`src/rtl/priority_encoder4x2.sv`:
```
// rtl/priority_encoder4x2.sv - registered 4-to-2 priority encoder with request latching and valid/ack handshake
module priority_encoder4x2 #(
  parameter int N = 4,
  parameter int W = 2
) (
  input  logic         clk,
  input  logic         rst,
  input  logic         en,
  input  logic [N-1:0] in,
  input  logic         ack,
  output logic [W-1:0] dout,
  output logic         valid,
  output logic [N-1:0] pend
);

  typedef enum logic {
    IDLE,
    GRANT
  } state_t;

  state_t       state_q, state_d;
  logic [W-1:0] dout_q, dout_d;
  logic [N-1:0] pend_q, pend_d;
  logic [N-1:0] clr_mask;
  logic [W-1:0] top_idx;

  // Highest-index pending bit; later iterations override earlier ones.
  always_comb begin
    top_idx = '0;
    for (int i = 0; i < N; i++) begin
      if (pend_q[i]) begin
        top_idx = W'(i);
      end
    end
  end

  // A fresh request on the bit being retired re-arms it: set wins over clear.
  always_comb begin
    clr_mask = '0;
    if (state_q == GRANT && ack) begin
      clr_mask[dout_q] = 1'b1;
    end
    pend_d = (pend_q & ~clr_mask) | (in & {N{en}});
  end

  always_comb begin
    state_d = state_q;
    dout_d  = dout_q;
    case (state_q)
      IDLE: begin
        dout_d = '0;
        if (pend_q != '0) begin
          state_d = GRANT;
          dout_d  = top_idx;
        end
      end
      GRANT: begin
        if (ack) begin
          state_d = IDLE;
          dout_d  = '0;
        end
      end
      default: begin
        state_d = IDLE;
        dout_d  = '0;
      end
    endcase
  end

  always_ff @(posedge clk or posedge rst) begin
    if (rst) begin
      state_q <= IDLE;
      dout_q  <= '0;
      pend_q  <= '0;
    end else begin
      state_q <= state_d;
      dout_q  <= dout_d;
      pend_q  <= pend_d;
    end
  end

  assign dout  = dout_q;
  assign valid = (state_q == GRANT);
  assign pend  = pend_q;

endmodule

```
`config.mk`:
```
export PLATFORM = sky130hd
export DESIGN_NAME = priority_encoder4x2
export DESIGN_NICKNAME = d
export VERILOG_FILES = /design/src/rtl/priority_encoder4x2.sv
export SDC_FILE = /design/constraint.sdc
export NUM_CORES = 1
export LEC_CHECK = 0
export ABC_AREA = 1
export BUFFER_PORTS_ARGS = -buffer_cell sky130_fd_sc_hd__buf_2
export CELL_PAD_IN_SITES_DETAIL_PLACEMENT = 0
export CELL_PAD_IN_SITES_GLOBAL_PLACEMENT = 1
export CORE_MARGIN = 5
export CORE_UTILIZATION = 23
export DETAILED_ROUTE_END_ITERATION = 10
export GPL_TIMING_DRIVEN = 0
export PLACE_DENSITY_LB_ADDON = 0.1
export SLEW_MARGIN = 20
export SYNTH_ARGS = -nofsm -noshare
export SYNTH_HDL_FRONTEND = slang
export SYNTH_SLANG_ARGS = --single-unit
```
`constraint.sdc`:
```
create_clock -name clk -period 1.1 [get_ports clk]
set_clock_uncertainty 0.1 [all_clocks]
set_input_delay 0.055 -clock clk [delete_from_list [all_inputs] [get_ports clk]]
set_output_delay 0.055 -clock clk [all_outputs]
set_load 0.01 [all_outputs]
```
; Yosys cells after proc, flatten, opt, wreduce, memory -nomap -nowiden
; Cells that the tools add are included.
; Widths: inputs -> output; s select.
[totals]
regBits = 7
in_bits = 8
out_inout_bits = 7
elab_cells = 26
[op_classes]
order_cmp = 2
eq_ne = 1
n_mux = 12
n_bitwise = 5
n_reduce_logical = 3
[ops]
columns = cell, count
row1 = $and 4x4->4, 2
row2 = $mux 2, 4
row3 = $mux 1, 4
row4 = $mux 4, 1
row5 = $not 4->4, 1
row6 = $or 4x4->4, 1
row7 = $pmux 2 s2, 1
row8 = $reduce_bool 4->1, 1
row9 = $lt 2x3->1 const B, 1
row10 = $demux 1 s2, 1
row11 = $ge 2x1->1 const B, 1
row12 = $logic_and 1x1->1, 2
row13 = $ne 2x2->1 const B, 1
row14 = $pmux 1 s2, 1
row15 = $not 1->1, 1

; Longest topological paths before layout
; Gate-level depths: netlist of run 1.
[logic_depth]
word_depth = 8
ltp_mapped = 5
ltp_nobuf = 5

; Least setup slack after synthesis of run 1
; OpenSTA, ideal clock, no wires.
[synth_path]
path_type = reg-to-reg
start = register state_q (netlist: valid)
end = register pend_q[1] (netlist: pend[1])
setup_ns = 0.117
t_arrival_ns = 0.724
required_time_ns = 0.883
setup_slack_ns = 0.159
stages_incl_launch_ff = 6
path_buffers = 0
period_less_slack_ns = 0.941
cell_sequence = dfrtp_1 -> nand2_2 -> inv_2 -> nand2_1 -> nand2_1 -> nand2_1
[synth_via]
elab_chain_len = 5
[synth_rtl]
columns = element, line_no
row1 = "start, declared", 21  ; state_t state_q, state_d;
row2 = "start signal, assigned", 76  ; state_q <= state_d;
row3 = $logic_and 1x1->1, 40  ; if (state_q == GRANT && ack) begin
row4 = $mux 4, 40
row5 = $not 4->4, 43  ; pend_d = (pend_q & ~clr_mask) | (in & {N{en}});
row6 = $and 4x4->4, 43
row7 = $or 4x4->4, 43
row8 = net pend_d[1], 23  ; logic [N-1:0] pend_q, pend_d;
row9 = "end signal, assigned", 78  ; pend_q <= pend_d;
row10 = "end, declared", 23
; The timed path passes the listed nets, and every way through them passes these cells.
; A chain may end at the register's enable or synchronous reset.

; Worst setup path after layout of run 1
[layout_path]
start = register dout_q[0] (netlist: dout[0])
end = output port dout[0]
[layout_lines]
columns = element, line_no
row1 = "start, declared", 22  ; logic [W-1:0] dout_q, dout_d;
row2 = "start signal, assigned", 77  ; dout_q <= dout_d;
row3 = "end, declared", 11  ; output logic [W-1:0] dout,
; No word-level cell between the ends.

==> metrics.cfg, run 1 <==
[clock_network]
clkSinkCount = 7
cts.htree.levels = 1
clock_latency_ps = 250
cts_tree = built
path_clk_slew_ps = 60
post_cts_resized = 0
numCtsBuffers = 3
clockRootBuffer = clkbuf_4
clock_path_buffers = 2

[route]
vias = 374
drt_iter0_drc = 3
routedWlPerCell_um = 9.49
wirelength_um = 835
dr.pass1.iters = 2
via_per_inst = 4.25
drc = 0
antenna_left = 0

[synth]
synth_flop_cell = dfrtp_1
syn-num-nets = 56
async_reset_ff_share_pct = 100
synth_area_um2 = 337
synth_edf_count = 0
yosysTopAreaCellShare_pct = 52.0
ys_ff_latch = 7
synth-seq-area-share_pct = 52.0
synth_area_leaders = dfrtp_1 (52%), nand2_1 (26%), inv_1 (7.8%), nor2_1 (5.6%), nand3_1 (3.0%)
yosysTopAreaCell = dfrtp_1
synth_cell_type_count = 9
synthTopCellsByCount = nand2_1 (23), dfrtp_1 (7), inv_1 (7), nor2_1 (5), nand3_1 (2)
post-synth-top-count-cell = nand2_1
syn_inst = 48
ys.warnings.count = 0
syn_area_per_cell_um2 = 7.01

[timing]
tightest_slew_ps = 272
relSlewSlack_pct = 81.9
rsz0062_at_grt = false
period_needed_ps = 1030
hold_violations = 0
slew_viol_final = 0
fin_crit_sh_pct = 93.3
setup_violations = 0
tns_ps = 0
timing.fmax_mhz = 975

[hold_path]
hold_path_class = in2async

[cells_and_area]
nNetsFinal = 82
drive_gt1_share_pct = 26.0
design_area_um2 = 522
antenna_cells = 0
areaGrowthSynthToFinish_pct = 55.0
final_cells = 88

[place]
place_hpwl_um = 652
place_area_um2 = 425
port_buffers = 14
gp_congestion = 0.679
dp_cells = 77

[grt]
grt_max_degree = 8
grt_pass1_vias = 356
grt_use_met2_pct = 14.1
grt_usage_pct = 8.73
gr-total-overflow = 0
antenna_found_initial = 0
grt-busiest-layer = met2
grt_util_met1_pct = 9.62
use_met3_pct = 5.90
grt_pass1_wl_mm = 1.38

[critical_path]
path_cells = buf_2
cp_top_family = flip-flops
cp_slowest_cell = dfrtp_1
worstSetupPathDepth = 1
arrival_ps = 870
crit_required_ps = 940
r2r_cells = 5
critPathBufInv = 1
crit_path_end_kind = primary output
slowest_delay_ps = 440
worstSetupPathType = reg2out
cp-start-kind = flop
worst-path-max-fanout = 6

[die]
core_area_um2 = 1350
die_x_um = 48.3
die_h_um = 48.3
ios = 15
initial_core_util_pct = 24.9
rows = 13
fp.dieArea_um2 = 2330

[pwr]
p_per_area_nw_per_um2 = 2420
finalPower_mw = 1.26
ir_drop_mv = 0.925
power.leakage_nw = 0.292

[status]
status = finished, final reports clean

[run]
maxCapViolCount = 0

[worst paths after layout]
path                                           to                 from  slack (ps)
worst max-delay path                      dout[0]  dout[0]$_DFFE_PP0P_          70
worst min-delay path            pend[1]$_DFF_PP0_                  rst         160
worst max register to register  pend[1]$_DFF_PP0_  dout[0]$_DFFE_PP0P_         150
worst min register to register  pend[0]$_DFF_PP0_    pend[0]$_DFF_PP0_         410
max in group asynchronous         valid$_DFF_PP0_                  rst         520
min in group clk                pend[0]$_DFF_PP0_    pend[0]$_DFF_PP0_         410
[what timing repair did]
item / 4_1_cts / 5_1_grt
hold endpoints to repair: 13 / 0
buffers inserted: 0 / 0
hold buffers: 7 / 0
[routing by layer]
layer | wire [um] | up-vias
met1 | 368 | 170
met5 | 0 | -
met4 | 0 | 0
met3 | 74 | 0
li1 | - | 192
met2 | 392 | 12
[placed cells by master (no fill, tap or decap)]
| cell | n |
|---|---|
| o21ai_0 | 1 |
| nand3_1 | 2 |
| clkbuf_4 | 3 |
| dlygate4sd3_1 | 7 |
| clkbuf_1 | 1 |
| inv_1 | 7 |
| buf_2 | 14 |
| dfrtp_1 | 7 |
| nand2_1 | 23 |
| nand2_2 | 1 |
| inv_2 | 1 |
| nor2_1 | 5 |
| o21ai_1 | 1 |
[flip-flops by register name, indices dropped and copies added (netlist names)]
name / cells
valid: 1
pend: 4
dout: 2
[cell families (layout without fill, tap and decap cells)]
family	after synthesis	in the layout	synth area share, %
flops	7	7	52.0
buf+inv	8	33	8.92
simple gates	31	31	36.1
compound gates	2	2	2.97
[layout make-up]
| type | count | area, um^2 |
|---|---|---|
| Clock buffer | 4 | 26.3 |
| Fill cell | 152 | 828 |
| Inverter | 8 | 30.0 |
| Multi-Input combinational cell | 33 | 131 |
| Sequential cell | 7 | 175 |
| Tap cell | 15 | 18.8 |
| Timing Repair Buffer | 21 | 140 |
[power breakdown]
group	leakage, nW	internal, mW	switching [mW]
sequential	0.0743	0.384	0.163
combinational	0.203	0.215	0.264
clock	0.0150	0.139	0.0992
total	0.292	0.738	0.526
[stage by stage]
step | setup WS (ps) | hold WS, ps | utilization (%)
2_1_floorplan | 159 | -242 | -
3_3_place_gp | 139 | -94.3 | 31.5
3_5_place_dp | 154 | -96.4 | 31.5
4_1_cts | 61.8 | 165 | 38.6
5_1_grt | 16.3 | 187 | 38.6
6_report | 74.2 | 163 | 38.6
[worst register-to-register path: cells and delay by family (launching register included)]
kind / cells / cell delay, ps
and+or+nand+nor: 4 / 230
buffers and inverters: 1 / 60
DFF: 1 / 440
No activity file was read; power rests on OpenSTA's default activity.
==> run 2, diff against run 1 <==
Settings changed: CORE_MARGIN 5 to unset, CTS_BUF_LIST set to sky130_fd_sc_hd__clkbuf_4.
==> metrics.cfg, run 2 (synthesis results as in run 1) <==
[status]
status = finished, final reports clean

[route]
wl_met2_um = 381
dr.pass1.iters = 4
routedWlPerCell_um = 9.14
wirelength_um = 804
drc = 0
drt-met1-wl_um = 348
drt_iter0_drc = 1
antenna_left = 0
wl_met3_um = 73
via_per_inst = 3.93
vias = 346
maxUsedRoutingLayer = met3

[hold_path]
hold_path_class = in2async

[pwr]
ir_drop_mv = 1.08
power.switching_uw = 520
p_clk_share_pct = 19.7
pwr-share-comb_pct = 37.9
p_per_area_nw_per_um2 = 2440
internal_power_uw = 762
seqPwrFrac_pct = 42.5
swShare_pct = 40.5
power.leakage_nw = 0.296

[grt]
grt_usage_pct = 13.1
antenna_found_initial = 0
grt_pass1_vias = 335
grt_pass1_wl_mm = 1.28
grt_max_degree = 8
gr-total-overflow = 0

[critical_path]
worst-path-max-fanout = 7
arrival_ps = 860
crit_required_ps = 940
cp-start-kind = flop
slowest_delay_ps = 440
cp_slowest_cell = dfrtp_1
startpoint = valid$_DFF_PP0_
worstSetupPathType = reg2out
path_cells = buf_2
rr_startpoint = valid$_DFF_PP0_
crit_path_end_kind = primary output
cp_top_family = flip-flops
critPathBufInv = 1

[clock_network]
clockRootBuffer = clkbuf_4
post_cts_resized = 0
cts_tree = built
cts.htree.levels = 1
path_clk_slew_ps = 50
clock_path_buffers = 2
cts_hold_buf = 7
numCtsBuffers = 3
clock_latency_ps = 250
clkSinkCount = 7
post_cts_buffers = 0

[run]
maxCapViolCount = 0

[cells_and_area]
areaGrowthSynthToFinish_pct = 56.1
nNetsFinal = 82
multi_input_area_um2 = 131
num-fill-cells = 164
layout.cells.most_common = nand2_1
design_area_um2 = 526
drive_gt1_share_pct = 27.4
final_cells = 88
largest_reg_flops = 4
layout_common_cells = nand2_1 (23), buf_2 (14), inv_1 (7), dfrtp_1 (7), dlygate4sd3_1 (7)
final_util_pct = 39.4
regArea_um2 = 175
antenna_cells = 0

[timing]
whs_ps = 174
fin_crit_sh_pct = 92.0
period_needed_ps = 1010
setup_violations = 0
slew_viol_final = 0
hold_violations = 0
relSlewSlack_pct = 81.7
tns_ps = 0
timing.fmax_mhz = 988
rsz0062_at_grt = false
tightest_slew_ps = 274

[place]
place_hpwl_um = 618
place_area_um2 = 425
port_buffers = 14
dp_cells = 77
gp_congestion = 0.650

[die]
ios = 15
rows = 13
core_area_um2 = 1330
die_h_um = 40.3
initial_core_util_pct = 25.2
fp.dieArea_um2 = 1620
die_x_um = 40.3

[run 2: per-stage QoR]
stage | total power [mW] | setup WS (ps)
after floorplan | 0.806 | 159
after detailed placement | 1.03 | 121
after CTS | 1.31 | 60.5
after global routing | 1.44 | 6.43
after global placement | 1.02 | 123
final | 1.28 | 87.6
[run 2: final timing paths]
kind,to,slack (ps),depth (start not counted)
max,valid,90,1
min,pend[1]$_DFF_PP0_,170,3
max reg2reg,pend[1]$_DFF_PP0_,120,5
min reg2reg,pend[0]$_DFF_PP0_,420,2
max in group asynchronous,pend[2]$_DFF_PP0_,510,3
min in group clk,pend[0]$_DFF_PP0_,420,2
[run 2: per-layer routing]
layer  global-route usage [%]  vias up
met5                        0        -
met4                     2.50        0
met3                     10.0        0
met2                     22.2       13
met1                     12.9      143
li1                         -      190
[run 2: layout make-up]
class                           instances  share of cell area [%]
Clock buffer                            4                    5.71
Inverter                                8                    5.71
Multi-Input combinational cell         33                    25.0
Sequential cell                         7                    33.3
Tap cell                               15                    3.57
Timing Repair Buffer                   21                    26.7
[run 2: power by group through the flow]
stage	clock, mW	combinational, mW	sequential [mW]
2_1_floorplan	0	0.227	0.579
3_3_place_gp	0	0.473	0.552
3_5_place_dp	0	0.473	0.558
4_1_cts	0.268	0.493	0.553
5_1_grt	0.287	0.583	0.571
6_report	0.252	0.485	0.544
[run 2: tightest hold or removal path, stage by stage]
cell and delay (ps):
dlygate4sd3_1 530, buf_2 110, inv_1 210
